**src/rtl/uart_tx_framer.sv**
```systemverilog
// ---------------------------------------------------------------------------
// uart_tx_framer
//
// Buffers 16-bit decoder result words in a small FIFO and, once a full
// frame's worth of words is queued, streams a byte frame to a UART
// transmitter:  HEADER, sequence number, MSB/LSB of each word,
// optional checksum.  Each byte is offered with a one-cycle strobe and the
// next byte is held back until the transmitter's ready flag has been seen
// low, because the transmitter keeps ready high for a few cycles after it
// has taken a byte.
//
// Build option:
//   UART_TX_FRAMER_CHECKSUM_EN  when defined, a checksum byte (XOR of the
//                               sequence number and all data bytes) follows
//                               the last data byte.
//
// Parameters:
//   WORDS_PER_FRAME  16-bit words per frame (1..15)
//   FIFO_DEPTH       word FIFO depth (power of 2, >= WORDS_PER_FRAME)
//   HEADER           frame start byte
//
// Ports:
//   i_clk_sys     system clock
//   i_rst_n       asynchronous active-low reset
//   i_word        word to queue
//   i_word_valid  push strobe (dropped, and overflow flagged, when full)
//   o_word_ready  registered FIFO-not-full
//   i_tx_ready    UART transmitter idle flag
//   o_tx_data     byte to the UART, held until ready falls
//   o_tx_valid    single-cycle byte strobe
//   o_busy        frame in progress
//   o_overflow    sticky word-drop flag
//   o_seq         sequence number of the next frame
// ---------------------------------------------------------------------------
module uart_tx_framer #(
    parameter int unsigned WORDS_PER_FRAME = 4,
    parameter int unsigned FIFO_DEPTH      = 16,
    parameter logic [7:0]  HEADER          = 8'hA5
) (
    input  logic        i_clk_sys,
    input  logic        i_rst_n,
    input  logic [15:0] i_word,
    input  logic        i_word_valid,
    output logic        o_word_ready,
    input  logic        i_tx_ready,
    output logic [7:0]  o_tx_data,
    output logic        o_tx_valid,
    output logic        o_busy,
    output logic        o_overflow,
    output logic [7:0]  o_seq
);

    localparam int unsigned      PTR_W     = (FIFO_DEPTH > 1) ? $clog2(FIFO_DEPTH) : 1;
    localparam int unsigned      CNT_W     = $clog2(FIFO_DEPTH) + 1;
    localparam logic [CNT_W-1:0] DEPTH_C   = CNT_W'(FIFO_DEPTH);
    localparam logic [CNT_W-1:0] WPF_C     = CNT_W'(WORDS_PER_FRAME);
    localparam logic [PTR_W-1:0] LAST_PTR  = PTR_W'(FIFO_DEPTH - 1);
    localparam logic [3:0]       LAST_WORD = 4'(WORDS_PER_FRAME - 1);

    typedef enum logic [2:0] {
        ST_IDLE,
        ST_HDR,
        ST_SEQ,
        ST_DATA_HI,
        ST_DATA_LO,
`ifdef UART_TX_FRAMER_CHECKSUM_EN
        ST_CSUM,
`endif
        ST_DONE
    } state_e;

    typedef enum logic {
        HS_ARMED,
        HS_WAIT_LOW
    } hs_e;

    state_e            state_q, state_d;
    hs_e               hs_q, hs_d;
    logic [15:0]       mem_q [FIFO_DEPTH];
    logic [PTR_W-1:0]  wr_ptr_q, wr_ptr_d;
    logic [PTR_W-1:0]  rd_ptr_q, rd_ptr_d;
    logic [CNT_W-1:0]  count_q, count_d;
    logic              word_ready_q, word_ready_d;
    logic              overflow_q, overflow_d;
    logic              tx_valid_q, tx_valid_d;
    logic [7:0]        tx_data_q, tx_data_d;
    logic [7:0]        seq_q, seq_d;
    logic [3:0]        word_cnt_q, word_cnt_d;
`ifdef UART_TX_FRAMER_CHECKSUM_EN
    logic [7:0]        csum_q, csum_d;
`endif

    logic              full;
    logic              push;
    logic              pop;
    logic              fire;
    logic              is_byte_state;
    logic [7:0]        cur_byte;
    logic [15:0]       head_word;

    assign head_word = mem_q[rd_ptr_q];

    // FIFO bookkeeping; a push while full is dropped and latches overflow.
    // Ready is computed from the next count so it is registered yet exact.
    always_comb begin
        full         = (count_q == DEPTH_C);
        push         = i_word_valid && !full;
        wr_ptr_d     = wr_ptr_q;
        rd_ptr_d     = rd_ptr_q;
        if (push) begin
            wr_ptr_d = (wr_ptr_q == LAST_PTR) ? '0 : wr_ptr_q + 1'b1;
        end
        if (pop) begin
            rd_ptr_d = (rd_ptr_q == LAST_PTR) ? '0 : rd_ptr_q + 1'b1;
        end
        count_d      = count_q + CNT_W'(push) - CNT_W'(pop);
        word_ready_d = (count_d != DEPTH_C);
        overflow_d   = overflow_q || (i_word_valid && full);
    end

    // Frame sequencer plus byte sub-handshake.  The frame state advances in
    // the cycle a byte is launched; the sub-handshake then blocks the next
    // launch until ready has been observed low.
    always_comb begin
        state_d       = state_q;
        hs_d          = hs_q;
        tx_valid_d    = 1'b0;
        tx_data_d     = tx_data_q;
        seq_d         = seq_q;
        word_cnt_d    = word_cnt_q;
        pop           = 1'b0;
        cur_byte      = HEADER;
        is_byte_state = 1'b1;
`ifdef UART_TX_FRAMER_CHECKSUM_EN
        csum_d        = csum_q;
`endif

        case (state_q)
            ST_HDR:     cur_byte = HEADER;
            ST_SEQ:     cur_byte = seq_q;
            ST_DATA_HI: cur_byte = head_word[15:8];
            ST_DATA_LO: cur_byte = head_word[7:0];
`ifdef UART_TX_FRAMER_CHECKSUM_EN
            ST_CSUM:    cur_byte = csum_q;
`endif
            default:    is_byte_state = 1'b0;
        endcase

        fire = is_byte_state && (hs_q == HS_ARMED) && i_tx_ready;

        if (hs_q == HS_WAIT_LOW && !i_tx_ready) begin
            hs_d = HS_ARMED;
        end
        if (fire) begin
            tx_valid_d = 1'b1;
            tx_data_d  = cur_byte;
            hs_d       = HS_WAIT_LOW;
        end

`ifdef UART_TX_FRAMER_CHECKSUM_EN
        if (fire && state_q == ST_SEQ) begin
            csum_d = seq_q;
        end else if (fire && (state_q == ST_DATA_HI || state_q == ST_DATA_LO)) begin
            csum_d = csum_q ^ cur_byte;
        end
`endif

        case (state_q)
            ST_IDLE: begin
                if (count_q >= WPF_C) begin
                    state_d = ST_HDR;
                end
            end
            ST_HDR: begin
                if (fire) state_d = ST_SEQ;
            end
            ST_SEQ: begin
                if (fire) state_d = ST_DATA_HI;
            end
            ST_DATA_HI: begin
                if (fire) state_d = ST_DATA_LO;
            end
            ST_DATA_LO: begin
                if (fire) begin
                    pop = 1'b1;
                    if (word_cnt_q == LAST_WORD) begin
                        word_cnt_d = '0;
`ifdef UART_TX_FRAMER_CHECKSUM_EN
                        state_d    = ST_CSUM;
`else
                        state_d    = ST_DONE;
`endif
                    end else begin
                        word_cnt_d = word_cnt_q + 4'd1;
                        state_d    = ST_DATA_HI;
                    end
                end
            end
`ifdef UART_TX_FRAMER_CHECKSUM_EN
            ST_CSUM: begin
                if (fire) state_d = ST_DONE;
            end
`endif
            ST_DONE: begin
                seq_d   = seq_q + 8'd1;
                state_d = ST_IDLE;
            end
            default: state_d = ST_IDLE;
        endcase
    end

    // Word storage has no reset; only the pointers and count define contents.
    always_ff @(posedge i_clk_sys) begin
        if (push) begin
            mem_q[wr_ptr_q] <= i_word;
        end
    end

    // Control and output registers.
    always_ff @(posedge i_clk_sys or negedge i_rst_n) begin
        if (!i_rst_n) begin
            state_q      <= ST_IDLE;
            hs_q         <= HS_ARMED;
            wr_ptr_q     <= '0;
            rd_ptr_q     <= '0;
            count_q      <= '0;
            word_ready_q <= 1'b1;
            overflow_q   <= 1'b0;
            tx_valid_q   <= 1'b0;
            tx_data_q    <= 8'h00;
            seq_q        <= 8'h00;
            word_cnt_q   <= '0;
`ifdef UART_TX_FRAMER_CHECKSUM_EN
            csum_q       <= 8'h00;
`endif
        end else begin
            state_q      <= state_d;
            hs_q         <= hs_d;
            wr_ptr_q     <= wr_ptr_d;
            rd_ptr_q     <= rd_ptr_d;
            count_q      <= count_d;
            word_ready_q <= word_ready_d;
            overflow_q   <= overflow_d;
            tx_valid_q   <= tx_valid_d;
            tx_data_q    <= tx_data_d;
            seq_q        <= seq_d;
            word_cnt_q   <= word_cnt_d;
`ifdef UART_TX_FRAMER_CHECKSUM_EN
            csum_q       <= csum_d;
`endif
        end
    end

    assign o_word_ready = word_ready_q;
    assign o_overflow   = overflow_q;
    assign o_tx_valid   = tx_valid_q;
    assign o_tx_data    = tx_data_q;
    assign o_seq        = seq_q;
    assign o_busy       = (state_q != ST_IDLE);

endmodule
```
**config.mk**
```make
export PLATFORM = sky130hd
export DESIGN_NAME = uart_tx_framer
export DESIGN_NICKNAME = d
export VERILOG_FILES = /design/src/rtl/uart_tx_framer.sv
export SDC_FILE = /design/constraint.sdc
export NUM_CORES = 1
export LEC_CHECK = 0
export BUFFER_PORTS_ARGS = -buffer_cell sky130_fd_sc_hd__buf_2
export CORE_MARGIN = 5
export CORE_UTILIZATION = 41
export CTS_BUF_LIST = sky130_fd_sc_hd__clkbuf_16
export CTS_CLUSTER_SIZE = 10
export DETAILED_ROUTE_END_ITERATION = 10
export PLACE_DENSITY = 0.71
export SLEW_MARGIN = 15
export SYNTH_ARGS = -nofsm -noshare
export SYNTH_HDL_FRONTEND = slang
export SYNTH_SLANG_ARGS = --single-unit
```
**constraint.sdc**
```tcl
create_clock -name i_clk_sys -period 2.6 [get_ports i_clk_sys]
set_input_delay 0.26 -clock i_clk_sys [delete_from_list [all_inputs] [get_ports i_clk_sys]]
set_output_delay 0.26 -clock i_clk_sys [all_outputs]
set_load 0.005 [all_outputs]
```
Yosys cells after proc, flatten, opt, wreduce, memory -nomap -nowiden
Memory sizes are Yosys's and may differ from the RTL's.
Index checks and enable logic that the tools add are counted.
{"block": "op_classes", "add_sub_neg": 6, "order_cmp": 1, "n_eq_ne": 15, "muxes": 18, "n_bitwise": 1, "n_reduce_logical": 14}
{"op": "$pmux 8 s3", "n": 1}
{"op": "$mux 3", "n": 6}
{"op": "$pmux 3 s5", "n": 1}
{"op": "$add 4x1->4 const B", "n": 3}
{"op": "$mux 4", "n": 3}
{"op": "$ne 2x2->1 const B", "n": 5}
{"op": "$add 8x1->8 const B", "n": 1}
{"op": "$eq 4x4->1 const B", "n": 2}
{"op": "$mux 1", "n": 7}
{"op": "$eq 3x2->1 const B", "n": 2}
{"op": "$eq 3x3->1 const B", "n": 2}
{"op": "$add 5x1->5", "n": 1}
{"op": "$eq 5x5->1 const B", "n": 1}
{"op": "$ge 5x3->1 const B", "n": 1}
{"op": "$logic_and 1x1->1", "n": 5}
{"op": "$ne 5x5->1 const B", "n": 1}
{"op": "$reduce_and 5->1", "n": 1}
{"op": "$sub 5x1->5", "n": 1}
{"op": "$eq 4x2->1 const B", "n": 1}
{"op": "$reduce_or 4->1", "n": 1}
{"op": "$eq 3x1->1 const B", "n": 1}
{"op": "$logic_not 3->1", "n": 1}
{"op": "$reduce_bool 3->1", "n": 1}
{"op": "$logic_not 1->1", "n": 2}
{"op": "4 further kinds", "n": 4}
{"block": "word_totals", "ff_bits": 40, "mem_bits_rw": 256, "out_inout_bits": 20, "word_cells": 67, "mem_count": 1}
{"name": "mem_q", "words": 16, "width": 16, "read_ports": 1, "rd_ports_with_merged_regs": 0, "wr": 1, "line": "79", "rtl": "logic [15:0] mem_q [FIFO_DEPTH];"}

Depth between registers and ports, before layout
Gate-level depths: netlist of the first run.
{"block": "depth", "word_depth": 9, "mapped_depth": 14}

Worst setup path before layout of the first run
No wires, ideal clock.
{"block": "synth_path", "path_kind": "register to register", "start": "reg count_q[2]", "end": "mem mem_q[7][0], enable pin", "setup_time_ps": 413, "arrival_time_ps": 2397, "required_ps": 2187, "path_slack_ps": -210, "stages_incl_launch_ff": 6, "n_path_buf": 0, "path_cell_list": "dfrtp_1 > inv_1 > ha_1 > a31oi_1 > nand2_1 > nor3b_1"}
{"block": "synth_between", "elab_chain_len": 5}
{"item": "from (decl)", "line": "82", "rtl": "logic [CNT_W-1:0] count_q, count_d;"}
{"item": "from (signal assigned)", "line": "241", "rtl": "count_q <= count_d;"}
{"item": "$eq 5x5->1", "line": "106", "rtl": "full = (count_q == DEPTH_C);"}
{"item": "$logic_not 1->1", "line": "107", "rtl": "push = i_word_valid && !full;"}
{"item": "$logic_and 1x1->1", "line": "107"}
{"item": "$mux 1", "line": "214", "rtl": "if (push) begin"}
{"item": "$mux 1 (implied by the code)", "line": "215", "rtl": "mem_q[wr_ptr_q] <= i_word;"}
{"item": "to (decl)", "line": "79"}
No other way between the ends.

Final worst setup path of the first run
{"block": "layout_path", "start": "reg count_q[2]", "end": "reg word_ready_q (netlist: o_word_ready)"}
{"block": "layout_between", "elab_chain_len": 6}
{"item": "$eq 5x5->1", "line": "106"}
{"item": "$logic_not 1->1", "line": "107"}
{"item": "$logic_and 1x1->1", "line": "107"}
{"item": "$add 5x1->5 *", "line": "116", "rtl": "count_d = count_q + CNT_W'(push) - CNT_W'(pop);"}
{"item": "$sub 5x1->5 *", "line": "116"}
{"item": "via count_d[4]", "line": "82"}
{"item": "$ne 5x5->1 *", "line": "117", "rtl": "word_ready_d = (count_d != DEPTH_C);"}
{"item": "via word_ready_d", "line": "83", "rtl": "logic word_ready_q, word_ready_d;"}
{"item": "to (signal assigned)", "line": "242", "rtl": "word_ready_q <= word_ready_d;"}
{"item": "to (decl)", "line": "83"}
The timed path passes the listed nets; every way through them passes the cells marked *.
A chain may end at the register's enable or synchronous reset.

==> results.md, run 1 <==
* Detailed Route WL at roughly 28 mm
* Starting Density at between 40% and 50%
* Clock-pin transition on the worst setup and hold timing paths at 0.06 ns
* Vias/cell at 5.58
* Worst hold path depth at 2
* Layout cells sized above 1 at between 20% and 30%
* Unrepaired setup endpoints after global routing: false
* Setup Skew at 0.0139 ns
* Initial antenna violation count at 0
* Num CTS Buffers at 35
* Fmax at 418 MHz
* Grt total ovfl at 0
* CTS max path bufs at 3
* Synthesized instance count at about 680
* Crit Path Max Fanout at 2
* Fin util at 48.8%
* Reg-to-Reg End: o_word_ready
* Max cap viols at 0
* Largest net degree at the start of global routing at 31
* Hold EP: o_overflow
* DP Worst Slack at between 0.1 and 0.15 ns
* WHS at between 0.05 and 0.06 ns
* Sum of negative setup slack at 0 ns
* Drt pass-1 iters at 5
* R2R cell count at 13
* Power Total at roughly 14 mW
* Synth Register Bits at a little under 300
* Cell area after placement at approximately 0.013 sq mm
* HP Class: primary input to register
* First-pass GRT wire length at ~42 mm
* Synth Cell Area at about 0.012 sq mm
* Critical path class: register to register
* Worst Path Arrival at 2.82 ns
* Sequential area share after synthesis at between 70% and 80%
* Max IR drop VDD at 0.416 mV
* Post-synth cell types at 56
* Nets at between 800 and 900
* Leak at 4.88 nW
* Core ar. at ~0.029 sq mm
* Slew @ Worst Pin at ~0.91 ns
* Async set-reset flop share out of synthesis at 13.5%
* Crit path launch type: register
* Root Driver: clkbuf_16
* Post-route ant nets at 0
* Setup slack, reg-to-reg at about 0.21 ns
* CTS tree: built
* Number of diodes at 0
* Die height at between 150 and 200 um
* Yosys warning count at 0
* Starting DRT DRC Count at ~660
* Synth Area per Inst at about 18 sq um
* Clock sinks at just under 300
* Area Growth Syn to Fin at 16.9%
* Final setup viols at 0
* Number of global-route vias before repair at slightly below 7000
* Fin crit share at around 92%
* Non-Filler Instances at between 1000 and 1500
* Fin area at roughly 0.014 sq mm
* Top FF cell, synth: edfxtp_1
* Die Wd at around 180 um
* R2R Path Start: count_q[2]
* Total number of H-tree levels at 2
* Die area at approximately 0.033 sq mm
* Number of synthesized flops with an enable pin at roughly 260
* Residual DRC at 0
* HPWL after DPL at ~17 mm
* Outcome: finished clean
* Placer congestion estimate at around 0.82
* Final slew viol count at 0
* Worst Path Required at 3.03 ns
* Hold Path Origin: i_word_valid
* Power Density at approximately 980 mW/mm^2
* Vias at 6596
* Syn Nets at slightly above 700
* Inst Count DP at about 1100
* Ports at 40
* Routed wire length per instance at ~23 um
* GRT Total Usage at between 15 and 20%
* Clk_lat worst skew at 0.50 ns
* Fin crit period at between 2 and 2.5 ns
* I/O Buffers at 39
* Worst setup EP type: register
* Final Worst Setup Slack at between 0.2 and 0.25 ns
* Num rows at 62
* Final hold viol count at 0
* Slew headroom at 39.4%
worst max-delay path by stage:
stage,startpoint,endpoint,slack [ns],depth (start not counted)
4_1_cts,count_q[2],o_word_ready,0.07,13
6_report,count_q[2],o_word_ready,0.21,13
2_1_floorplan,state_q[1],o_word_ready,0.01,14
3_5_place_dp,count_q[2],o_word_ready,0.10,13
5_1_grt,count_q[3],o_word_ready,0.02,13
3_3_place_gp,count_q[2],o_word_ready,0.15,13
final cells by class:
type	count	area [sq um]
clock buffers	37	926
inverters	16	60.1
clock inverters	26	97.6
multi-input cells	334	3130
fillers	2360	14700
repair buffers	90	646
well taps	384	480
flip-flops and latches	296	8700
cells by family (layout without fill, tap and decap cells):
logic type	after synthesis	in the layout	share of synthesized area [%]
xor+xnor	14	14	1.02
mux	104	104	12.7
buf+inv	48	169	1.97
flops	296	296	72.4
compound gates	91	91	5.34
fa+ha+maj	15	15	1.63
simple gates	110	110	4.94
state kept, by name, indices dropped and copies added (netlist names):
register,flops
count_q,5
hs_q,1
mem_q,256
o_overflow,1
o_seq,8
o_tx_data,8
o_tx_valid,1
o_word_ready,1
rd_ptr_q,4
state_q,3
word_cnt_q,4
wr_ptr_q,4
worst max-delay path, cell delays in order, from the launching register on:
cell	delay, ns
dfrtp_1	0.35
inv_1	0.06
ha_2	0.21
a31oi_4	0.16
inv_1	0.06
ha_1	0.28
inv_1	0.04
ha_2	0.18
fa_2	0.37
a21oi_2	0.14
nor2_1	0.05
nor2_1	0.13
xor2_1	0.19
nand3b_1	0.09
placed cells by master, fill, tap and decap left out, drive strengths merged, types with 5 or more instances in the layout:
cell type and n:
a221o 7, nand3 6, mux4 38, nor2 15
mux2i 55, mux2 11, nand4 6, nand2b 10
nor3b 5, xnor2 9, nor3 5, a311oi 5
xor2 5, inv 41, and3 9, and2 5
dfrtp 39, a22oi 7, ha 14, o21ai 18
a21oi 15, clkbuf 37, a221oi 7, nor2b 7
nand2 30, buf 88, edfxtp 256
power by group:
part           leakage, nW  total (mW)  switching, mW  internal [mW]
clock network        0.594        4.29           1.75           2.54
logic                 1.47        3.27           1.76           1.51
registers             2.81        6.17          0.411           5.76
metal layers:
| metal | wire length (um) | part of all wire, % | GRT usage, % |
|---|---|---|---|
| met2 | 13200 | 48 | 26.6 |
| met4 | 574 | 2.1 | 4.77 |
| met3 | 2530 | 9.2 | 4.60 |
| met1 | 11200 | 41 | 22.5 |
| met5 | 0 | 0 | 0 |
cells in the mapped netlist, drive strengths merged (6+ instances only):
| master | number | share of area, % |
|---|---|---|
| a21oi | 15 | 0.63 |
| a221o | 7 | 0.58 |
| a221oi | 7 | 0.51 |
| a22oi | 7 | 0.44 |
| and3 | 9 | 0.47 |
| buf | 21 | 1.1 |
| clkbuf | 11 | 0.34 |
| dfrtp | 39 | 8.1 |
| edfxtp | 256 | 64 |
| ha | 14 | 1.5 |
| inv | 15 | 0.47 |
| mux2 | 11 | 1.0 |
| mux2i | 55 | 4.6 |
| mux4 | 38 | 7.1 |
| nand2 | 30 | 0.94 |
| nand2b | 10 | 0.52 |
| nand3 | 6 | 0.25 |
| nand4 | 6 | 0.31 |
| nor2 | 15 | 0.47 |
| nor2b | 7 | 0.36 |
| o21ai | 18 | 0.75 |
| xnor2 | 9 | 0.66 |
what timing repair did:
action,4_1_cts,5_1_grt
buffers inserted,0,2
endpoints found under the hold margin,29,0
gates resized for setup,0,4
endpoints found under the setup margin,0,2
hold buffers,2,0
Note: power is estimated with default switching activity, not from simulation.
==> run 2: changes to the inputs <==
Settings changed: GPL_TIMING_DRIVEN set to 0.
==> run 2 against run 1 <==
  * Die area unchanged
  * Non-clock buffer count is 5 lower
  * Sequential share of layout area is 0.14 points higher
  * Largest power group unchanged
==> results.md, run 2 (synthesized netlist as in run 1, its figures left out) <==
* Outcome: finished clean (unchanged)
* Nets at 804 (was 808)
* Total number of H-tree levels at 2 (unchanged)
* Ports at 40 (unchanged)
* Largest register FFs at 256 (unchanged)
* Most frequent cells in the layout: edfxtp_1, mux2i_1, buf_2, dfrtp_1, mux4_2 (was edfxtp_1, mux2i_1, buf_4, inv_1, buf_2)
* Crit path launch type: register (unchanged)
* Area Growth Syn to Fin at 16.6% (was 16.9%)
* Worst Path Required at 3.03 ns (about the same)
* Number of global-route vias before repair at 6662 (was 6772)
* Setup Skew at 0.0123 ns (was 0.0139 ns)
* Grt total ovfl at 0 (unchanged)
* Number of diodes at 0 (unchanged)
* Clk_lat worst skew at 0.52 ns (was 0.50 ns)
* HPWL after DPL at 17.5 mm (was 17.1 mm)
* Clock-pin transition on the worst setup and hold timing paths at 0.05 ns (was 0.06 ns)
* Worst Path Arrival at 2.96 ns (was 2.82 ns)
* Die Wd at 181 um (unchanged)
* HP Class: primary input to register (unchanged)
* Critical path class: register to register (unchanged)
* CTS max path bufs at 3 (unchanged)
* Unrepaired setup endpoints after global routing: true (was false)
* Num rows at 62 (unchanged)
* First-pass GRT wire length at 42.2 mm (was 41.8 mm)
* Residual DRC at 0 (unchanged)
* Initial antenna violation count at 0 (unchanged)
* Vias/cell at 5.66 (was 5.58)
* Final setup viols at 0 (unchanged)
* Core ar. at 0.0288 sq mm (unchanged)
* Num CTS Buffers at 36 (was 35)
* Max cap viols at 0 (unchanged)
* Final slew viol count at 0 (unchanged)
* Die height at 181 um (unchanged)
* Fin crit period at 2.53 ns (was 2.39 ns)
* Slew @ Worst Pin at 1.23 ns (was 0.908 ns)
* Placer congestion estimate at 0.867 (was 0.820)
* Crit Path Max Fanout at 3 (was 2)
* Layout cells sized above 1 at 23.8% (about the same)
* Power Density at 992 mW/mm^2 (was 979 mW/mm^2)
* Fin crit share at 97.2% (was 91.9%)
* Root Driver: clkbuf_16 (unchanged)
* Routed wire length per instance at 24.2 um (was 23.3 um)
* DP Worst Slack at -0.551 ns (was 0.104 ns)
* Starting Density at 41.7% (unchanged)
* Post-route ant nets at 0 (unchanged)
* Clock sinks at 296 (unchanged)
* Largest net degree at the start of global routing at 41 (was 31)
* Vias at 6659 (was 6596)
* Die area at 0.0328 sq mm (unchanged)
* Slew headroom at 17.7% (was 39.4%)
* Drt pass-1 iters at 5 (unchanged)
* Starting DRT DRC Count at 838 (was 657)
* GRT Total Usage at 17.1% (was 16.6%)
* Max IR drop VDD at 0.438 mV (was 0.416 mV)
* Top reg by flops: mem_q (unchanged)
* Detailed Route WL at 28.5 mm (was 27.6 mm)
* Worst setup EP type: register (unchanged)
* Leak at 4.82 nW (was 4.88 nW)
* CTS tree: built (unchanged)
* Fmax at 396 MHz (was 418 MHz)
* WHS at 0.0210 ns (was 0.0527 ns)
* Commonest non-fill, non-tap cell in the layout: edfxtp_1 (unchanged)
* Final hold viol count at 0 (unchanged)
* I/O Buffers at 39 (unchanged)
* Final Worst Setup Slack at 0.0728 ns (was 0.209 ns)
run 2: changes by cell type in the layout (fill, tap and decap cells not counted), moves of 3 or more:
cell	before	now
buf_4	44	15
and2_1	5	2
inv_1	41	34
clkbuf_1	0	9
ha_4	0	3
inv_2	0	3
buf_6	0	5
buf_8	0	3
dfrtp_1	36	39
buf_2	39	50
buf_12	5	0
and2_2	0	3
run 2: what timing repair did:
action,4_1_cts,5_1_grt
endpoints found under the setup margin,38,35
pin swaps,3,7
hold endpoints to repair,40,0
gates resized for setup,14,19
buffers inserted,2,8
hold buffers,2,0
run 2: layout make-up:
class	count	area, sq um
buffer	31	209
clock buffer	36	901
clock inverter	26	136
fill	2374	14800
inverter	16	67.6
multi-input combinational	334	3190
sequential	296	8690
tap	384	480
timing repair buffer	54	320
run 2: final timing paths:
check / cells past startpoint / from / to / slack (ns)
worst min register to register: 1 / o_overflow / o_overflow / 0.47
min in group asynchronous: 2 / i_rst_n / o_seq[4] / 0.45
worst max register to register: 14 / count_q[2] / o_word_ready / 0.07
worst min-delay path: 2 / i_word_valid / o_overflow / 0.02
worst max-delay path: 14 / count_q[2] / o_word_ready / 0.07
max in group asynchronous: 2 / i_rst_n / state_q[1] / 1.52
run 2: critical path, cell delays in order, from the launching register on:
cell,delay (ns)
dfrtp_1,0.38
inv_2,0.07
ha_4,0.17
a31oi_4,0.19
buf_8,0.12
inv_2,0.03
ha_4,0.25
inv_2,0.03
ha_4,0.15
fa_2,0.40
a21oi_2,0.15
nor2_1,0.06
nor2_1,0.13
xor2_1,0.20
nand3b_1,0.11
run 2: per-layer routing:
layer | vias to the layer above | share of wire, % | GRT usage, %
met3 | 46 | 8.7 | 4.02
met5 | - | 0 | 0
li1 | 2900 | - | -
met1 | 3410 | 41 | 23.4
met4 | 0 | 2.1 | 4.77
met2 | 303 | 48 | 27.7
run 2: per-stage QoR:
| step | util, % | setup TNS, ns | instance area, sq um | power, mW | instances |
|---|---|---|---|---|---|
| 2_1_floorplan | - | 0 | 12000 | 8.31 | 678 |
| 3_3_place_gp | 44.2 | -39.33 | 12700 | 9.35 | 1101 |
| 3_5_place_dp | 44.3 | -1.50 | 12800 | 9.44 | 1104 |
| 4_1_cts | 48.2 | 0 | 13900 | 13.8 | 1169 |
| 5_1_grt | 48.6 | -0.0222 | 14000 | 14.4 | 1177 |
| 6_report | 48.6 | 0 | 14000 | 13.9 | 1177 |
run 2: power breakdown:
group          internal, mW  total (mW)  switching, mW
combinational          1.48        3.48           2.00
sequential             5.77        6.05          0.278
clock                  2.52        4.37           1.85
